--- src/rtl/text_write_ctrl.sv ---
// Write-side sequencer for the 80x30 text RAM.
// Received SPI bytes are turned into cell writes at a hardware cursor.
// The sequencer also handles CR/LF/BS, ESC row/col positioning and a
// full-screen clear fill that writes one cell per clock.
module text_write_ctrl #(
  parameter int          COLS      = 80,
  parameter int          ROWS      = 30,
  parameter int          ADDR_W    = 12,
  parameter logic [7:0]  FILL_CHAR = 8'h20
) (
  input  logic              clk,
  input  logic              rst,
  input  logic [7:0]        rx_byte,
  input  logic              rx_valid,
  output logic              wr_en,
  output logic [ADDR_W-1:0] wr_addr,
  output logic [7:0]        wr_data,
  output logic              busy,
  output logic              drop,
  output logic [6:0]        cur_col,
  output logic [4:0]        cur_row
);

  typedef enum logic [1:0] {IDLE, ESC_ROW, ESC_COL, CLEAR} state_t;

  localparam logic [ADDR_W-1:0] LAST_ADDR = ADDR_W'(COLS * ROWS - 1);
  localparam logic [6:0]        LAST_COL  = 7'(COLS - 1);
  localparam logic [4:0]        LAST_ROW  = 5'(ROWS - 1);

  localparam logic [7:0] CH_BS  = 8'h08;
  localparam logic [7:0] CH_LF  = 8'h0A;
  localparam logic [7:0] CH_FF  = 8'h0C;
  localparam logic [7:0] CH_CR  = 8'h0D;
  localparam logic [7:0] CH_ESC = 8'h1B;
  localparam logic [7:0] CH_DEL = 8'h7F;

  state_t            state;
  logic [4:0]        row_pend;
  logic [ADDR_W-1:0] cur_addr;
  logic              printable;

  // Limit an ESC row byte to the last screen row.
  function automatic logic [4:0] clamp_row(input logic [7:0] b);
    if (b > 8'(ROWS - 1)) return LAST_ROW;
    else                  return b[4:0];
  endfunction

  // Limit an ESC column byte to the last screen column.
  function automatic logic [6:0] clamp_col(input logic [7:0] b);
    if (b > 8'(COLS - 1)) return LAST_COL;
    else                  return b[6:0];
  endfunction

  // Linear cell address of the cursor, and whether the byte is a glyph.
  assign cur_addr  = ADDR_W'(cur_row) * ADDR_W'(COLS) + ADDR_W'(cur_col);
  assign printable = (rx_byte >= 8'h20) && (rx_byte != CH_DEL);

  // Sequencer: byte decode, cursor movement, ESC positioning and clear fill.
  always_ff @(posedge clk or posedge rst) begin
    if (rst) begin
      state    <= IDLE;
      row_pend <= '0;
      wr_en    <= 1'b0;
      wr_addr  <= '0;
      wr_data  <= '0;
      busy     <= 1'b0;
      drop     <= 1'b0;
      cur_col  <= '0;
      cur_row  <= '0;
    end else begin
      wr_en <= 1'b0;
      drop  <= 1'b0;
      case (state)
        IDLE: begin
          if (rx_valid) begin
            if (printable) begin
              wr_en   <= 1'b1;
              wr_addr <= cur_addr;
              wr_data <= rx_byte;
              if (cur_col == LAST_COL) begin
                cur_col <= '0;
                cur_row <= (cur_row == LAST_ROW) ? 5'd0 : cur_row + 5'd1;
              end else begin
                cur_col <= cur_col + 7'd1;
              end
            end else begin
              case (rx_byte)
                CH_CR:  cur_col <= '0;
                CH_LF:  cur_row <= (cur_row == LAST_ROW) ? 5'd0 : cur_row + 5'd1;
                CH_BS:  if (cur_col != 7'd0) cur_col <= cur_col - 7'd1;
                CH_ESC: state <= ESC_ROW;
                CH_FF: begin
                  // The first fill write goes out on the same edge busy rises.
                  state   <= CLEAR;
                  busy    <= 1'b1;
                  wr_en   <= 1'b1;
                  wr_addr <= '0;
                  wr_data <= FILL_CHAR;
                end
                default: ;
              endcase
            end
          end
        end
        ESC_ROW: begin
          if (rx_valid) begin
            row_pend <= clamp_row(rx_byte);
            state    <= ESC_COL;
          end
        end
        ESC_COL: begin
          if (rx_valid) begin
            cur_row <= row_pend;
            cur_col <= clamp_col(rx_byte);
            state   <= IDLE;
          end
        end
        CLEAR: begin
          if (rx_valid) drop <= 1'b1;
          if (wr_addr == LAST_ADDR) begin
            busy    <= 1'b0;
            cur_col <= '0;
            cur_row <= '0;
            state   <= IDLE;
          end else begin
            wr_en   <= 1'b1;
            wr_addr <= wr_addr + ADDR_W'(1);
            wr_data <= FILL_CHAR;
          end
        end
        default: state <= IDLE;
      endcase
    end
  end

endmodule

--- config.mk ---
export PLATFORM = sky130hd
export DESIGN_NAME = text_write_ctrl
export DESIGN_NICKNAME = d
export VERILOG_FILES = /design/src/rtl/text_write_ctrl.sv
export SDC_FILE = /design/constraint.sdc
export NUM_CORES = 1
export LEC_CHECK = 0
export ABC_AREA = 1
export CORE_MARGIN = 3
export CORE_UTILIZATION = 45
export CTS_CLUSTER_SIZE = 10
export DETAILED_ROUTE_END_ITERATION = 10
export PLACE_DENSITY = 0.68
export SLEW_MARGIN = 5
export SYNTH_ARGS = -nofsm -noshare
export SYNTH_HDL_FRONTEND = slang
export SYNTH_SLANG_ARGS = --single-unit
--- constraint.sdc ---
create_clock -name clk -period 3.15 [get_ports clk]
set_input_delay 0.315 -clock clk [delete_from_list [all_inputs] [get_ports clk]]
set_output_delay 0.315 -clock clk [all_outputs]
set_load 0.01 [all_outputs]
==> Yosys cells after proc, flatten, opt, wreduce, memory -nomap -nowiden <==
Index checks and enable logic that the tools add are counted.
{ "totals": {"ff_bits": 42, "input_bits": 11, "word_cells": 101} }
{ "op_classes": {"add_sub_neg": 5, "n_mul": 1, "n_lt_le_gt_ge": 3, "eq_ne": 25, "mux": 47, "n_reduce_logical": 11} }
{ "op_table": {"columns": ["operator", "n"], "rows": [
  ["7-bit two-way mux", 7],
  ["12-bit two-way mux", 4],
  ["5-bit two-way mux", 8],
  ["8-bit by 4-bit == test with 1-bit output, second input constant", 4],
  ["8-bit two-way mux", 4],
  ["12-bit one-hot mux with 2 select lines", 1],
  ["7-bit one-hot mux with 3 select lines", 1],
  ["6-bit AND reduction", 3],
  ["8-bit one-hot mux with 2 select lines", 1],
  ["5-bit one-hot mux with 3 select lines", 1],
  ["7-bit one-hot mux with 2 select lines", 1],
  ["12-bit by 1-bit adder with 12-bit output, second input constant", 1],
  ["12-bit by 7-bit adder with 12-bit output", 1],
  ["12-bit == test, second input constant", 1],
  ["2-bit != test, second input constant", 6],
  ["1-bit two-way mux", 10],
  ["2-bit two-way mux", 5],
  ["8-bit by 5-bit == test with 1-bit output, second input constant", 1],
  ["8-bit by 6-bit greater-or-equal comparator with 1-bit output, second input constant", 1],
  ["8-bit by 5-bit greater-than comparator with 1-bit output, second input constant", 1],
  ["8-bit by 7-bit greater-than comparator with 1-bit output, second input constant", 1],
  ["5-bit by 3-bit multiplier with 8-bit output, second input constant", 1],
  ["8-bit by 7-bit != test with 1-bit output, second input constant", 1],
  ["2-bit one-hot mux with 4 select lines", 1],
  ["23 further kinds", 26]
]} }

==> Logic depth before layout (Yosys ltp) <==
Gate-level depths: netlist of run 1.
{ "depth": {"ltp_word": 6, "depth_mapped": 13, "mapped_depth_nobuf": 13} }

==> Least setup slack after synthesis of run 1 <==
OpenSTA, ideal clock, no wires.
{ "synth_timing": {"kind": "flip-flop to flip-flop", "startpoint": "reg cur_row[3]", "endpoint": "reg wr_addr[11]", "setup_ns": 0.065, "arrival_ns": 2.061, "required_ns": 3.085, "path_slack_ns": 1.024, "stages_incl_launch_ff": 14, "path_buffers": 0, "synth_period_minus_slack_ns": 2.126, "cell_sequence": "dfrtp_1 ha_1 ha_1 inv_1 fa_1 nor2_1 nand2_1 nor2_1 nand2_1 nand2_1 nand2_1 nand2_1 nand2_1 nand2_1"} }
{ "synth_between": {"elab_chain_cells": 5} }
{ "synth_rtl": {"columns": ["element", "line_no", "rtl"], "rows": [
  ["start: declaration", "21", "output logic [4:0] cur_row"],
  ["start signal: assignment", "82", "cur_row <= (cur_row == LAST_ROW) ? 5'd0 : cur_row + 5'd1;"],
  ["start signal: assignment", "89", "CH_LF: cur_row <= (cur_row == LAST_ROW) ? 5'd0 : cur_row + 5'd1;"],
  ["start signal: assignment", "113", "cur_row <= row_pend;"],
  ["5-bit by 3-bit multiplier with 8-bit output", "55", "assign cur_addr = ADDR_W'(cur_row) * ADDR_W'(COLS) + ADDR_W'(cur_col);"],
  ["12-bit by 7-bit adder with 12-bit output", "55", null],
  ["12-bit two-way mux", "76", "if (printable) begin"],
  ["12-bit two-way mux", "75", "if (rx_valid) begin"],
  ["12-bit one-hot mux with 2 select lines", "73", "case (state)"],
  ["end signal: assignment", "78", "wr_addr <= cur_addr;"],
  ["end signal: assignment", "127", "wr_addr <= wr_addr + ADDR_W'(1);"],
  ["end: declaration", "16", "output logic [ADDR_W-1:0] wr_addr,"]
]} }
No other way between the ends. The select of a mux whose other input is x is not followed.
A chain may end at the register's enable or synchronous reset.

==> Final worst setup path of run 1 <==
{ "layout_timing": {"startpoint": "reg cur_row[1]", "endpoint": "reg wr_addr[11]"} }
Same word-level chain as after synthesis.

==> results.ini, run 1 <==
[layout]
final_nets = 569
drive_above_1_share_pct = 5.76
nFillCells = 705
n_antenna_cell = 0
register_area_mm2 = 0.00105
syn_to_final_growth_pct = 19.5
multi_input_area_mm2 = 0.00192
fin_cells = 634

[logic_synthesis]
synth_cells = 492
ys_seq_elements = 42
ys_top_cells_by_area = dfrtp_1, nand2_1, ha_1, inv_1, o21ai_0
netlist_area_mm2 = 0.00326
yosys_warnings = 0
ys_seq_area_share_pct = 32.2
syn-num-nets = 524
yosysTopAreaCell = dfrtp_1
synth.top_cell.area_share_pct = 32.2
avgSynthCellArea_um2 = 6.63
synth_cell_types = 29

[critical_path]
crit_chain = ha_1, ha_1, inv_1, fa_1, nor2_1, nand2_1, nor2_1, nand2_1, nand2_1, nand2_1, nand2_1, nand2_1, nand2_1
crit_type = flip-flop to flip-flop
crit_path_start_kind = flip-flop
setup.worst_path.end_class = flip-flop
cp.buffers_inverters = 1
reg2reg_setup_slack_ns = 0.77
crit_path_max_fanout = 6
slowest_stage = dfrtp_1
cpPeakStageDelay_ns = 0.47
crit_required_ns = 3.40
crit_arrival_ns = 2.64
cp_top_family = adder cells
worst_path_most_repeated_cell = nand2_1

[die]
rows = 30
dieArea_mm2 = 0.00831
start_util_pct = 47.3
core_mm2 = 0.00691
die_w_um = 91.2
io_pins = 46
die_height_um = 91.2

[clocking]
holdBufCountCts = 0
clock_path_buffers = 2
h-tree-depth = 2
cts-resized-gates = 0
cts-root-buf = clkbuf_8
cts_buffers = 5
clock_latency_ns = 0.31
post_cts_buffers = 0
clkTransAtPathRegs_ns = 0.10
cts.sinks = 42
cts_tree = yes

[place]
place_inst = 626
portBuffers = 45
gp_congestion = 0.881
dp_worst_setup_slack_ns = 0.507
dp_hpwl_mm = 6.71

[routing]
drt_iter0_drc = 257
viasPerCell = 5.19
wl_per_cell_um = 13.6
dr.pass1.iters = 7
via_count = 3291
wl_mm = 8.63
ant_nets = 0
remaining_drc_errors = 0

[sta]
period_share_pct = 75.6
drv_slew = 0
setup_ws_ns = 0.767
worstMarginPinSlew_ns = 0.864
period_minus_slack_ns = 2.38
max_freq_ghz = 0.420
slew_headroom_pct = 42.3
rsz0062_at_grt = no
skew_ns = 0.0138
finalSetupTns_ns = 0
finalSetupViolCount = 0
finalHoldViolCount = 0

[global_routing]
antenna_found_initial = 0
grt_usage_pct = 21.3
first_global_vias = 3001
grt_max_degree = 29
grt_pass1_wl_mm = 14.5
grt-ovfl-total = 0

[power]
leakagePower_uw = 0.00195
ir_drop_v = 0.000497
power.density_mw_per_mm2 = 895

[hold_path]
hold_path_class = input pin to asynchronous set/reset pin

[run]
maxCapViolCount = 0

[status]
outcome = completed

==> stage by stage <==
stage	utilization, %	power [µW]	instance area (µm²)	hold WS (ns)
after floorplan	-	2360	3260	0.419
after global placement	54.8	3020	3790	0.466
after detailed placement	54.8	3050	3790	0.476
after CTS	56.5	3500	3900	0.497
after global routing	56.5	3830	3900	0.531
final	56.5	3490	3900	0.482
==> flip-flops by register name (all words and copies together), names as in the netlist <==
register,cells
wr_data,8
row_pend,5
cur_row,5
busy,1
state,2
drop,1
wr_en,1
cur_col,7
wr_addr,12
==> where the power goes <==
part / internal (µW) / switching [µW] / leakage [µW]
Sequential: 753 / 268 / 0.000531
Clock: 238 / 205 / 0.0000585
Combinational: 834 / 1190 / 0.00136
Total: 1830 / 1670 / 0.00195
==> cells by family (layout without fill, tap and decap cells) <==
kind of cell / count (synthesis) / after routing / synth area share [%]
XOR/XNOR: 10 / 10 / 2.68
flip-flops: 42 / 42 / 32.2
AO/OA/AOI/OAI: 63 / 63 / 10.6
adder cells (fa/ha/maj): 21 / 21 / 8.51
buffers and inverters: 70 / 116 / 9.05
AND/OR/NAND/NOR: 286 / 286 / 37.0
==> layout make-up <==
cell class                      count  area share, %
Clock inverter                      3           1.12
Inverter                           60           5.77
Multi-Input combinational cell    380           49.2
Sequential cell                    42           26.9
Clock buffer                        5           1.76
Timing Repair Buffer               48           12.1
Tap cell                           96           3.08
==> synth_stat cells <==
master and count:
buf_6 2, o21ai_4 1, nand2_2 5, nand2_1 184, clkbuf_1 2, buf_8 1, xnor2_1 3, nand2_4 2
o22ai_1 8, nor2_2 6, inv_1 58, nor2_4 2, xor2_1 7, nor2_1 32, a21oi_2 1, nor3_1 12
a21oi_1 9, nand4_1 4, and2_2 1, nand3_1 38, o21a_1 1, fa_1 2, dfrtp_1 42, buf_2 5
o211ai_1 1, inv_2 2, o21ai_0 41, o21ai_1 1, ha_1 19
==> path summary, 6_finish.rpt <==
| kind | start | end | cells after the start |
|---|---|---|---|
| max in group asynchronous | rst | row_pend[1]$_DFFE_PP0P_ | 3 |
| min in group clk | wr_data[5]$_DFFE_PP0P_ | wr_data[5]$_DFFE_PP0P_ | 2 |
| min reg2reg | wr_data[5]$_DFFE_PP0P_ | wr_data[5]$_DFFE_PP0P_ | 2 |
| min | rst | wr_addr[4]$_DFFE_PP0P_ | 2 |
| max reg2reg | cur_row[1]$_DFFE_PP0P_ | wr_addr[11]$_DFFE_PP0P_ | 13 |
| max | cur_row[1]$_DFFE_PP0P_ | wr_addr[11]$_DFFE_PP0P_ | 13 |
==> layout by cell type, fill, tap and decap left out, types with 2 or more instances in the layout <==
cell type,synthesis,layout
nor3_1,12,12
inv_2,2,2
xnor2_1,3,3
inv_1,58,58
clkdlybuf4s50_1,0,45
nand2_4,2,2
o22ai_1,8,8
nor2_1,32,32
o21ai_0,41,41
xor2_1,7,7
nand2_1,184,184
clkbuf_8,0,5
nand2_2,5,5
fa_1,2,2
nand3_1,38,38
nand4_1,4,4
ha_1,19,19
buf_4,0,3
nor2_4,2,2
nor2_2,6,6
dfrtp_1,42,42
a21oi_1,9,9
==> metal layers <==
layer  vias to the layer above  share of wire [%]  track usage (%)  wire, µm
met5                         -                  0                0         0
met3                         7                6.6             3.40       569
met4                         0               0.58             3.64        50
met1                      1508                 48             30.9      4140
met2                       120                 45             34.0      3870
li1                       1656                  -                -         -
(Power assumes the default switching activity.)
==> run 2: changes to the inputs <==
--- a/config.mk
+++ b/config.mk
@@ -10,7 +10,7 @@
 export CORE_UTILIZATION = 45
 export CTS_CLUSTER_SIZE = 10
 export DETAILED_ROUTE_END_ITERATION = 10
-export PLACE_DENSITY = 0.68
+export PLACE_DENSITY = 0.7
 export SLEW_MARGIN = 5
 export SYNTH_ARGS = -nofsm -noshare
 export SYNTH_HDL_FRONTEND = slang
==> constraint.sdc (replaced) <==
create_clock -name clk -period 2.1 [get_ports clk]
set_input_delay 0.21 -clock clk [delete_from_list [all_inputs] [get_ports clk]]
set_output_delay 0.21 -clock clk [all_outputs]
set_load 0.01 [all_outputs]
==> results.ini, run 2 (synthesis gave the netlist of run 1 again) <==
[sta]
period_share_pct = 97.0  ; +21 points
worstMarginPinSlew_ns = 0.527  ; -0.337 ns
finalHoldViolCount = 0  ; unchanged
finalSetupTns_ns = 0  ; unchanged
hold_slack_ns = 0.353  ; -0.129 ns
period_minus_slack_ns = 2.04  ; -0.346 ns
drv_slew = 0  ; unchanged
slew_headroom_pct = 64.5  ; +22 points
finalSetupViolCount = 0  ; unchanged
rsz0062_at_grt = yes
max_freq_ghz = 0.491  ; +17%
skew_ns = 0.00933  ; -0.00443 ns

[die]
start_util_pct = 47.3  ; unchanged
die_height_um = 91.2  ; unchanged
io_pins = 46  ; unchanged
dieArea_mm2 = 0.00831  ; unchanged
die_w_um = 91.2  ; unchanged
rows = 30  ; unchanged
core_mm2 = 0.00691  ; unchanged

[clocking]
clock_latency_ns = 0.30  ; about the same
h-tree-depth = 2  ; unchanged
clkTransAtPathRegs_ns = 0.09  ; about the same
clock_path_buffers = 2  ; unchanged
holdBufCountCts = 0  ; unchanged
cts_buffers = 5  ; unchanged
cts.sinks = 42  ; unchanged
cts-root-buf = clkbuf_8
cts_tree = yes

[hold_path]
hold_path_class = input pin to asynchronous set/reset pin

[layout]
reg_top3 = wr_addr: 12 flops, wr_data: 8 flops, cur_col: 7 flops
fin_util_pct = 60.1  ; +3.6 points
stdcell_area_mm2 = 0.00415  ; +6.4%
drive_above_1_share_pct = 12.0  ; +6.3 points
largest_register_ffs = 12  ; unchanged
final_nets = 596  ; +4.7%
final_common_cell = nand2_1
n_antenna_cell = 0  ; unchanged
syn_to_final_growth_pct = 27.2
mostFrequentLayoutCells = nand2_1, inv_1, clkdlybuf4s50_1
largest_register = wr_addr

[routing]
wl_mm = 8.87  ; +2.8%
ant_nets = 0  ; unchanged
dr.pass1.iters = 5  ; -2
via_count = 3360  ; +2.1%
viasPerCell = 5.08  ; -2.1%
remaining_drc_errors = 0  ; unchanged
wl_per_cell_um = 13.4  ; -1.4%
drt_iter0_drc = 179  ; -30%

[global_routing]
antenna_found_initial = 0  ; unchanged
grt_max_degree = 43  ; +48%
grt_usage_pct = 21.8  ; +0.45 points
grt-ovfl-total = 0  ; unchanged
grt_pass1_wl_mm = 14.9  ; +2.6%
first_global_vias = 3253  ; +8.4%

[power]
power.density_mw_per_mm2 = 1340  ; +49%
leakagePower_uw = 0.00209  ; +6.8%
totalPowerFinal_uw = 5550  ; +59%
ir_drop_v = 0.000631  ; +27%

[critical_path]
setup.worst_path.end_class = flip-flop
reg2reg_setup_slack_ns = 0.06  ; -0.70 ns
rr_worst_depth = 12  ; -1
crit_required_ns = 2.29  ; -1.11 ns
crit_type = flip-flop to flip-flop
crit_path_start_kind = flip-flop
crit_arrival_ns = 2.23  ; -0.41 ns
reg2reg_from = cur_row[1]$_DFFE_PP0P_
worst_r2r_endpoint = wr_addr[10]$_DFFE_PP0P_
crit_path_max_fanout = 3  ; -3

[place]
gp_congestion = 0.896  ; +1.7%
placed_area_mm2 = 0.00399  ; +5.2%
dp_hpwl_mm = 6.73  ; +0.29%
portBuffers = 45  ; unchanged

[run]
maxCapViolCount = 0  ; unchanged

[status]
outcome = completed

-- run 2: cell count changes in the layout (fill, tap and decap cells not counted), sizes merged --
cell / previous run / this run
inv: 61 / 60
buf: 3 / 30
clkinv: 1 / 2
-- run 2: worst max path at each step --
| stage | from | to | slack (ns) |
|---|---|---|---|
| after floorplan | cur_row[1]$_DFFE_PP0P_ | wr_addr[11]$_DFFE_PP0P_ | 0.01 |
| after global placement | cur_row[1]$_DFFE_PP0P_ | wr_addr[11]$_DFFE_PP0P_ | 0.02 |
| after detailed placement | cur_row[1]$_DFFE_PP0P_ | wr_addr[11]$_DFFE_PP0P_ | -0.04 |
| after CTS | state[0]$_DFFE_PP0P_ | cur_row[4]$_DFFE_PP0P_ | 0.02 |
| after global routing | cur_row[3]$_DFFE_PP0P_ | wr_addr[11]$_DFFE_PP0P_ | -0.08 |
| final | cur_row[1]$_DFFE_PP0P_ | wr_addr[10]$_DFFE_PP0P_ | 0.06 |
-- run 2: report_power, final --
group          total (µW)  switching, µW  internal [µW]
Combinational        3460           1960           1510
Sequential           1440            305           1130
Clock                 642            291            350
-- run 2: area by class of cell --
class | count | area (µm²)
Clock buffer | 5 | 68.8
Tap cell | 96 | 120
Inverter | 60 | 225
Timing Repair Buffer | 75 | 688
Multi-Input combinational cell | 380 | 1960
Sequential cell | 42 | 1050
Clock inverter | 3 | 40.0
Fill cell | 654 | 2760
-- run 2: metal layers --
metal / vias up / global-route usage, % / routed length (µm)
met5: - / 0 / 0
met4: 0 / 7.04 / 206
met3: 18 / 2.90 / 396
met2: 103 / 37.2 / 4180
met1: 1528 / 28.4 / 4090
li1: 1711 / - / -
-- run 2: through the flow --
step	setup WS, ns	cells
after floorplan	0.0121	492
after global placement	0.0237	650
after detailed placement	-0.0369	650
after CTS	0.0187	658
after global routing	-0.0795	661
final	0.0632	661
-- run 2: what timing repair did --
action | in CTS | in global routing
resized for setup | 3 | 6
pin swaps | 3 | 11
setup buffers | 0 | 3
hold endpoints to repair | 0 | 0
endpoints found under the setup margin | 2 | 9
cloned | 0 | 0
-- run 2: worst max-delay path, cell delays in order (launching register included) --
cell and delay (ns):
dfrtp_2 0.43, ha_4 0.28, ha_4 0.12, inv_2 0.03
fa_1 0.46, nor2_2 0.18, nand3_1 0.12, inv_1 0.07
nand2_1 0.05, nand3_1 0.06, nand2_1 0.05, nand2_1 0.05
nand2_1 0.04
